--- config.mk ---
export PLATFORM = sky130hd
export DESIGN_NAME = hazard_scoreboard_flat
export DESIGN_NICKNAME = d
export VERILOG_FILES = /design/src/rtl/hazard_scoreboard_if.sv /design/src/rtl/hazard_scoreboard.sv /design/src/flat_wrapper.sv
export SDC_FILE = /design/constraint.sdc
export NUM_CORES = 1
export LEC_CHECK = 0
export CAP_MARGIN = 10
export CORE_ASPECT_RATIO = 0.9
export CORE_UTILIZATION = 40
export DETAILED_ROUTE_END_ITERATION = 12
export GPL_TIMING_DRIVEN = 1
export HOLD_SLACK_MARGIN = 0.03
export SLEW_MARGIN = 20
export SYNTH_ARGS = -nofsm -noshare
export SYNTH_HDL_FRONTEND = slang
export SYNTH_SLANG_ARGS = --single-unit
--- constraint.sdc ---
create_clock -name clk_i -period 6.8 [get_ports clk_i]
set_input_delay 0.68 -clock clk_i [delete_from_list [all_inputs] [get_ports clk_i]]
set_output_delay 0.68 -clock clk_i [all_outputs]
set_load 0.02 [all_outputs]
--- src/rtl/hazard_scoreboard_if.sv ---
// ID-stage hazard scoreboard bundle: decoder issue fields in, stall controls out.
// master = decoder/pipeline side, slave = scoreboard. Optional HAZARD_STATS_EN adds stall_cycles_o.
interface hazard_scoreboard_if #(
    parameter int NREG  = 32,
    parameter int LAT_W = 3
);
    localparam int RW = $clog2(NREG);

    logic [RW-1:0]    ID_RS_i;
    logic [RW-1:0]    ID_RT_i;
    logic             ID_uses_RT_i;
    logic             issue_valid_i;
    logic             issue_RegWrite_i;
    logic [RW-1:0]    issue_RD_i;
    logic [LAT_W-1:0] issue_lat_i;
    logic             flush_i;
    logic             stall_o;
    logic             PC_write_o;
    logic             IF_ID_write_o;
    logic             ID_EX_bubble_o;
    logic [NREG-1:0]  pending_o;
`ifdef HAZARD_STATS_EN
    logic [31:0]      stall_cycles_o;
`endif

    modport master (
        output ID_RS_i, ID_RT_i, ID_uses_RT_i,
        output issue_valid_i, issue_RegWrite_i,
        output issue_RD_i, issue_lat_i, flush_i,
        input  stall_o, PC_write_o,
        input  IF_ID_write_o, ID_EX_bubble_o,
`ifdef HAZARD_STATS_EN
        input  stall_cycles_o,
`endif
        input  pending_o
    );

    modport slave (
        input  ID_RS_i, ID_RT_i, ID_uses_RT_i,
        input  issue_valid_i, issue_RegWrite_i,
        input  issue_RD_i, issue_lat_i, flush_i,
        output stall_o, PC_write_o,
        output IF_ID_write_o, ID_EX_bubble_o,
`ifdef HAZARD_STATS_EN
        output stall_cycles_o,
`endif
        output pending_o
    );
endinterface

--- src/rtl/hazard_scoreboard.sv ---
// Producer-side RAW hazard tracker: per-register countdown until a result is forwardable.
// Ports: clk_i, rst_n_i (async, active-low), bus (hazard_scoreboard_if.slave).
// Optional HAZARD_STATS_EN: saturating stall-cycle counter on bus.stall_cycles_o.
module hazard_scoreboard #(
    parameter int NREG  = 32,
    parameter int LAT_W = 3
) (
    input  logic                 clk_i,
    input  logic                 rst_n_i,
    hazard_scoreboard_if.slave   bus
);
    localparam int RW = $clog2(NREG);

    logic [LAT_W-1:0] r_cnt  [NREG];
    logic [LAT_W-1:0] w_next [NREG];
    logic [NREG-1:0]  w_pend;
    logic             w_rs_pend;
    logic             w_rt_pend;
    logic             w_stall;
    logic             w_accept;

    always_comb begin
        w_pend = '0;
        for (int r = 1; r < NREG; r++) begin
            w_pend[r] = (r_cnt[r] != '0);
        end
    end

    assign w_rs_pend = w_pend[bus.ID_RS_i];
    assign w_rt_pend = w_pend[bus.ID_RT_i];

    // RS == RT both pending is one hazard: the OR folds it.
    assign w_stall = bus.issue_valid_i & ~bus.flush_i &
                     (w_rs_pend | (bus.ID_uses_RT_i & w_rt_pend));

    assign w_accept = bus.issue_valid_i & ~w_stall & ~bus.flush_i &
                      bus.issue_RegWrite_i & (bus.issue_RD_i != '0);

    // Countdown saturates at 0; a new write keeps the larger of the
    // remaining and requested latency so an older, slower producer wins.
    always_comb begin
        logic [LAT_W-1:0] dec;
        for (int r = 0; r < NREG; r++) begin
            dec = (r_cnt[r] != '0) ? r_cnt[r] - LAT_W'(1) : '0;
            w_next[r] = dec;
            if (w_accept && bus.issue_RD_i == RW'(r) &&
                bus.issue_lat_i > dec) begin
                w_next[r] = bus.issue_lat_i;
            end
        end
        w_next[0] = '0;
    end

    always_ff @(posedge clk_i or negedge rst_n_i) begin
        if (!rst_n_i) begin
            for (int r = 0; r < NREG; r++) begin
                r_cnt[r] <= '0;
            end
        end else begin
            for (int r = 0; r < NREG; r++) begin
                r_cnt[r] <= w_next[r];
            end
        end
    end

    assign bus.stall_o        = w_stall;
    assign bus.PC_write_o     = ~w_stall;
    assign bus.IF_ID_write_o  = ~w_stall;
    assign bus.ID_EX_bubble_o = w_stall;
    assign bus.pending_o      = w_pend;

`ifdef HAZARD_STATS_EN
    logic [31:0] r_stall_cycles;

    always_ff @(posedge clk_i or negedge rst_n_i) begin
        if (!rst_n_i) begin
            r_stall_cycles <= '0;
        end else if (w_stall && r_stall_cycles != '1) begin
            r_stall_cycles <= r_stall_cycles + 32'd1;
        end
    end

    assign bus.stall_cycles_o = r_stall_cycles;
`endif
endmodule

--- src/flat_wrapper.sv ---
// flat-port wrapper written by rule: the top's interface ports become plain ports
module hazard_scoreboard_flat 
#(
    parameter int NREG  = 32,
    parameter int LAT_W = 3
)
  (clk_i, rst_n_i, bus_ID_RS_i, bus_ID_RT_i, bus_ID_uses_RT_i, bus_issue_valid_i, bus_issue_RegWrite_i, bus_issue_RD_i, bus_issue_lat_i, bus_flush_i, bus_stall_o, bus_PC_write_o, bus_IF_ID_write_o, bus_ID_EX_bubble_o, bus_pending_o);
  hazard_scoreboard_if #(.NREG(NREG), .LAT_W(LAT_W)) bus_i ();
  input  logic clk_i;
  input  logic rst_n_i;
  input wire logic [$bits(bus_i.ID_RS_i)-1:0] bus_ID_RS_i;
  input wire logic [$bits(bus_i.ID_RT_i)-1:0] bus_ID_RT_i;
  input wire logic [$bits(bus_i.ID_uses_RT_i)-1:0] bus_ID_uses_RT_i;
  input wire logic [$bits(bus_i.issue_valid_i)-1:0] bus_issue_valid_i;
  input wire logic [$bits(bus_i.issue_RegWrite_i)-1:0] bus_issue_RegWrite_i;
  input wire logic [$bits(bus_i.issue_RD_i)-1:0] bus_issue_RD_i;
  input wire logic [$bits(bus_i.issue_lat_i)-1:0] bus_issue_lat_i;
  input wire logic [$bits(bus_i.flush_i)-1:0] bus_flush_i;
  output wire logic [$bits(bus_i.stall_o)-1:0] bus_stall_o;
  output wire logic [$bits(bus_i.PC_write_o)-1:0] bus_PC_write_o;
  output wire logic [$bits(bus_i.IF_ID_write_o)-1:0] bus_IF_ID_write_o;
  output wire logic [$bits(bus_i.ID_EX_bubble_o)-1:0] bus_ID_EX_bubble_o;
  output wire logic [$bits(bus_i.pending_o)-1:0] bus_pending_o;
  assign bus_i.ID_RS_i = bus_ID_RS_i;
  assign bus_i.ID_RT_i = bus_ID_RT_i;
  assign bus_i.ID_uses_RT_i = bus_ID_uses_RT_i;
  assign bus_i.issue_valid_i = bus_issue_valid_i;
  assign bus_i.issue_RegWrite_i = bus_issue_RegWrite_i;
  assign bus_i.issue_RD_i = bus_issue_RD_i;
  assign bus_i.issue_lat_i = bus_issue_lat_i;
  assign bus_i.flush_i = bus_flush_i;
  assign bus_stall_o = bus_i.stall_o;
  assign bus_PC_write_o = bus_i.PC_write_o;
  assign bus_IF_ID_write_o = bus_i.IF_ID_write_o;
  assign bus_ID_EX_bubble_o = bus_i.ID_EX_bubble_o;
  assign bus_pending_o = bus_i.pending_o;
  hazard_scoreboard #(.NREG(NREG), .LAT_W(LAT_W)) u_core (.clk_i(clk_i), .rst_n_i(rst_n_i), .bus(bus_i));
endmodule
Word-level counts from Yosys, hierarchy flattened
Index checks and enable logic that the tools add are counted.

operators by class
  div/mod/pow operators = 0
  eq/ne operators = 31
  bitwise operators = 10
  mux-type cells = 66
  $mul = 0
  order comparisons = 33
  reduce and logical (&&, ||, !) cells = 94
  shift operators = 0
  add/sub/neg operators = 31

operator list
  cell                   count
  $mux W3                62
  $gt A3 B3 Y1           31
  $reduce_bool A3 Y1     31
  $sub A3 B1 Y3 const B  31
  $eq A5 B5 Y1 const B   16
  $logic_and A1 B1 Y1    62
  $eq A5 B4 Y1 const B   8
  $eq A5 B3 Y1 const B   4
  $lt A5 B6 Y1 const B   2
  $bmux W1 S5            2
  $eq A5 B2 Y1 const B   2
  $and A1 B1 Y1          7
  $eq A5 B1 Y1 const B   1
  $reduce_bool A5 Y1     1
  $mux W1                2
  $not A1 Y1             2
  $or A1 B1 Y1           1

storage, ports and cells
  bits in latches = 0
  output and inout port bits = 36
  word-level logic and storage cells = 296
  input bits = 24
  RAM bits = 0
  flip-flop bits (word level) = 93
  memories = 0
  memory bits (read-only) = 0

Depth between registers and ports, before layout
  depth in word-level cells = 14
  mapped depth = 11
  mapped depth without buffers = 9

Worst setup path before layout
Ideal clock, no wire load.

  kind = flip-flop to output port
  from = reg u_core.r_cnt[44] (netlist name)
  to = out bus_stall_o
  required time = 6.120 ns
  path buffers = 2
  arrival time = 3.008 ns
  slack = 3.112 ns
  stages on the path, launching flop included = 10
  cells stage by stage = dfrtp_1 -> or3_1 -> mux4_2 -> or4b_1 -> o211a_2 -> a32oi_4 -> buf_12 -> nand2b_1 -> inv_2 -> buf_4

between the ends
  word-level cells in the longest chain between the ends = 6

ends and longest elaborated chain
  element                          line                     RTL
  start, declared                  hazard_scoreboard.sv:14  logic [LAT_W-1:0] r_cnt [NREG];
  start signal, assigned by index  hazard_scoreboard.sv:61  r_cnt[r] <= w_next[r];
  $reduce_bool A3 Y1 *             hazard_scoreboard.sv:25  w_pend[r] = (r_cnt[r] != '0);
  via bus_pending_o[17]            flat_wrapper.sv:23       output wire logic [$bits(bus_i.pending_o)-1:0] bus_pending_o;
  $bmux W1 S5                      hazard_scoreboard.sv:30  assign w_rt_pend = w_pend[bus.ID_RT_i];
  $mux W1 (implied by the code)    hazard_scoreboard.sv:30
  $and A1 B1 Y1                    hazard_scoreboard.sv:34  (w_rs_pend | (bus.ID_uses_RT_i & w_rt_pend));
  $or A1 B1 Y1 *                   hazard_scoreboard.sv:34
  $and A1 B1 Y1 *                  hazard_scoreboard.sv:33  assign w_stall = bus.issue_valid_i & ~bus.flush_i &
  end, declared                    flat_wrapper.sv:19       output wire logic [$bits(bus_i.stall_o)-1:0] bus_stall_o;

Mark *: on every way through the listed nets, which the timed path passes. The rest lies on a longest branch. The select of a mux whose other input is x is not followed.

Worst setup path after layout
  from = in bus_ID_RT_i[2]
  to = out bus_stall_o

between the ends
  word-level cells in the longest chain between the ends = 5

ends and longest elaborated chain
  element                        line                     RTL
  start, declared                flat_wrapper.sv:12       input wire logic [$bits(bus_i.ID_RT_i)-1:0] bus_ID_RT_i;
  $bmux W1 S5                    hazard_scoreboard.sv:30
  $mux W1 (implied by the code)  hazard_scoreboard.sv:30
  $and A1 B1 Y1                  hazard_scoreboard.sv:34
  $or A1 B1 Y1                   hazard_scoreboard.sv:34
  $and A1 B1 Y1                  hazard_scoreboard.sv:33

Every way passes these cells. The select of a mux whose other input is x is not followed.

==> flow_summary.yaml <==
global_route:
  grt-ovfl-total: 0
  antenna_found_initial: 0
  grt_usage_pct: 22.34
  grt_pass1_vias: 6388
  grt_start_max_net_pins: 57
  grt_pass1_wl_mm: 34.16
setup_path:
  path_class: "in -> out"
  startpoint_type: "input port"
  required_ns: 6.12
  regToRegStartpoint: "u_core.r_cnt[7]"
  cp_max_fo: 18
  end_kind: "output pin"
  rr_worst_depth: 8
  rrSetupSlack_ns: 2.91
  rr_endpoint: "u_core.r_cnt[60]"
  arrival_ns: 3.85
final_layout:
  largest_reg_flops: 93
  area_delta_synth_final_pct: 14.21
  final_nets: 879
  diodes: 0
  drive_above_1_share_pct: 12.39
  regMostFlops: "u_core.r_cnt"
  fillerInstances: 1745
  fin_area_um2: 8889
  reg_top3: "u_core.r_cnt (93)"
  final_cell_mix: "ha_1, dfrtp_1, mux2i_1"
synthesis:
  yosysSeqAreaShare_pct: 29.90
  synth_edf_count: 0
  synth.avg_cell_area_um2: 11.02
  synth.distinct_cells: 56
  async_reset_ff_share_pct: 100.0
  synth-main-ff-cell: "dfrtp_1"
  syn-num-nets: 823
  synth_area_leaders: "dfrtp_1, ha_1, o2111ai_4, mux2i_1, mux2_4"
  yosys_warnings: 0
  synth_top_cell_by_area: "dfrtp_1"
  syn-cell-area_um2: 7782
  synthCells: 706
  synth_top_area_share_pct: 29.90
  ys_ff_latch: 93
placed_design:
  gp_congestion: 0.8775
  place_area_um2: 8594
  portBuffers: 58
  dp_hpwl_mm: 15.37
die:
  die_area_um2: 20020
  core_um2: 19100
  rows: 48
  die_height_um: 134.3
  ios: 60
  start_util_pct: 40.75
  fp.dieW_um: 149.0
timing:
  tns_ns: 0
  setup_viol: 0
  relSlewSlack_pct: 39.02
  min_period_over_period_pct: 66.67
  rsz0062_at_grt: "false"
  finClkSkew_ns: 0.006879
  fmax_mhz: 220.6
  finalHoldViolCount: 0
  worst_slew_pin_slew_ns: 0.9148
  finalMaxSlewViolations: 0
  period_minus_slack_ns: 4.534
pwr:
  ir_drop_uv: 124.8
  leakage_nw: 4.234
  power_density_nw_per_um2: 178.0
drt:
  dr.pass1.iters: 5
  drt.antenna.violating_nets: 0
  vias_per_cell: 5.937
  num_vias: 6038
  first_iter_violations: 366
  finalWirelength_mm: 21.11
  wl_per_cell_um: 20.76
  drt_drc_violations_left: 0
clock_tree:
  cts.sinks: 93
  cts_buffers: 9
  cts_tree: "built"
  cts_max_level: 3
  path_clk_slew_ns: 0.06
  cts_setup_buffers: 0
  insertion_delay_ns: 0.35
  ctsResizeCount: 0
  ctsHoldBuffers: 0
  root_buffer: "clkbuf_16"
  cts_buffer_depth: 2
run_status:
  outcome: "finished clean"
flow_run:
  max-cap-violations: 0
min_path:
  min-delay-path-class: "in -> async"
-- Yosys cell counts, types with 3 or more instances --
master     count
buf_12         3
a31oi_1       33
nor2b_1       43
o2111ai_4     29
nand3_1        3
buf_4          3
mux2_1         7
ha_1          93
a2111oi_0      4
or3_1          9
nor2_2         6
o21a_1        30
o21ai_0       33
nor3_1        22
mux2_2         4
a211oi_1       6
dfrtp_1       93
nor3b_1       31
mux2_4        20
nor2_1        25
mux2i_1       62
inv_1         27
clkbuf_1      14
nand2_1        4
a21oi_1       36
nor4_1        13
nand2b_1      10
mux4_2         4
-- logic make-up after synthesis --
logic type      Yosys count  share of synthesized area [%]
buf+inv                  49                          3.135
flops                    93                          29.90
simple gates            180                          14.02
mux                      97                          14.58
other cells               1                        0.04819
compound gates          193                          23.36
fa+ha+maj                93                          14.95
-- worst max path at each step --
stage	start	to	slack, ns	depth (start not counted)
6_report	bus_ID_RT_i[2]	bus_stall_o	2.27	9
5_1_grt	bus_ID_RT_i[2]	bus_stall_o	2.18	9
4_1_cts	bus_ID_RT_i[2]	bus_stall_o	2.28	9
3_5_place_dp	bus_ID_RT_i[2]	bus_stall_o	2.29	9
3_3_place_gp	bus_ID_RS_i[0]	u_core.r_cnt[60]	2.32	8
2_1_floorplan	u_core.r_cnt[44]	bus_stall_o	3.11	9
-- power breakdown --
group | switching (W) | internal, W
registers | 0.0000353 | 0.000579
clock network | 0.000224 | 0.000295
logic | 0.000270 | 0.000180
-- layer usage --
metal  share of wire [%]  global-route usage (%)  vias to the layer above
met5                   0                       0                        -
li1                    -                       -                     2854
met4                 2.5                   8.277                        0
met3                 3.8                   3.776                       36
met2                  49                   38.29                      140
met1                  45                   28.00                     3008
-- critical path, stage by stage --
cell,delay (ns)
clkdlybuf4s50_1,0.92
inv_1,0.27
mux4_2,0.35
a21o_1,0.19
o211ai_1,0.28
a32oi_4,0.17
nand2b_1,0.26
inv_2,0.10
clkdlybuf4s50_1,0.61
-- layout make-up --
type	count	area [µm²]	share of cell area [%]
clock inverters	4	47.55	0.5349
multi-input cells	564	5211	58.63
flip-flops and latches	93	2327	26.18
inverters	28	105.1	1.182
repair buffers	66	638.1	7.179
well taps	250	312.8	3.519
clock buffers	12	246.5	2.773
-- metrics by stage --
stage,hold slack (ns),util (%),total power (W),worst slack (ns),instances
floorplan,0.3844,-,0.0009015,3.112,706
global placement,0.6067,45.00,0.001055,2.315,1001
detailed placement,0.6179,45.00,0.001074,2.293,1001
CTS,0.3112,46.54,0.001594,2.279,1017
global route,0.3421,46.54,0.001657,2.181,1017
finish,0.3045,46.54,0.001582,2.266,1017
No activity file was read; power rests on OpenSTA's default activity.
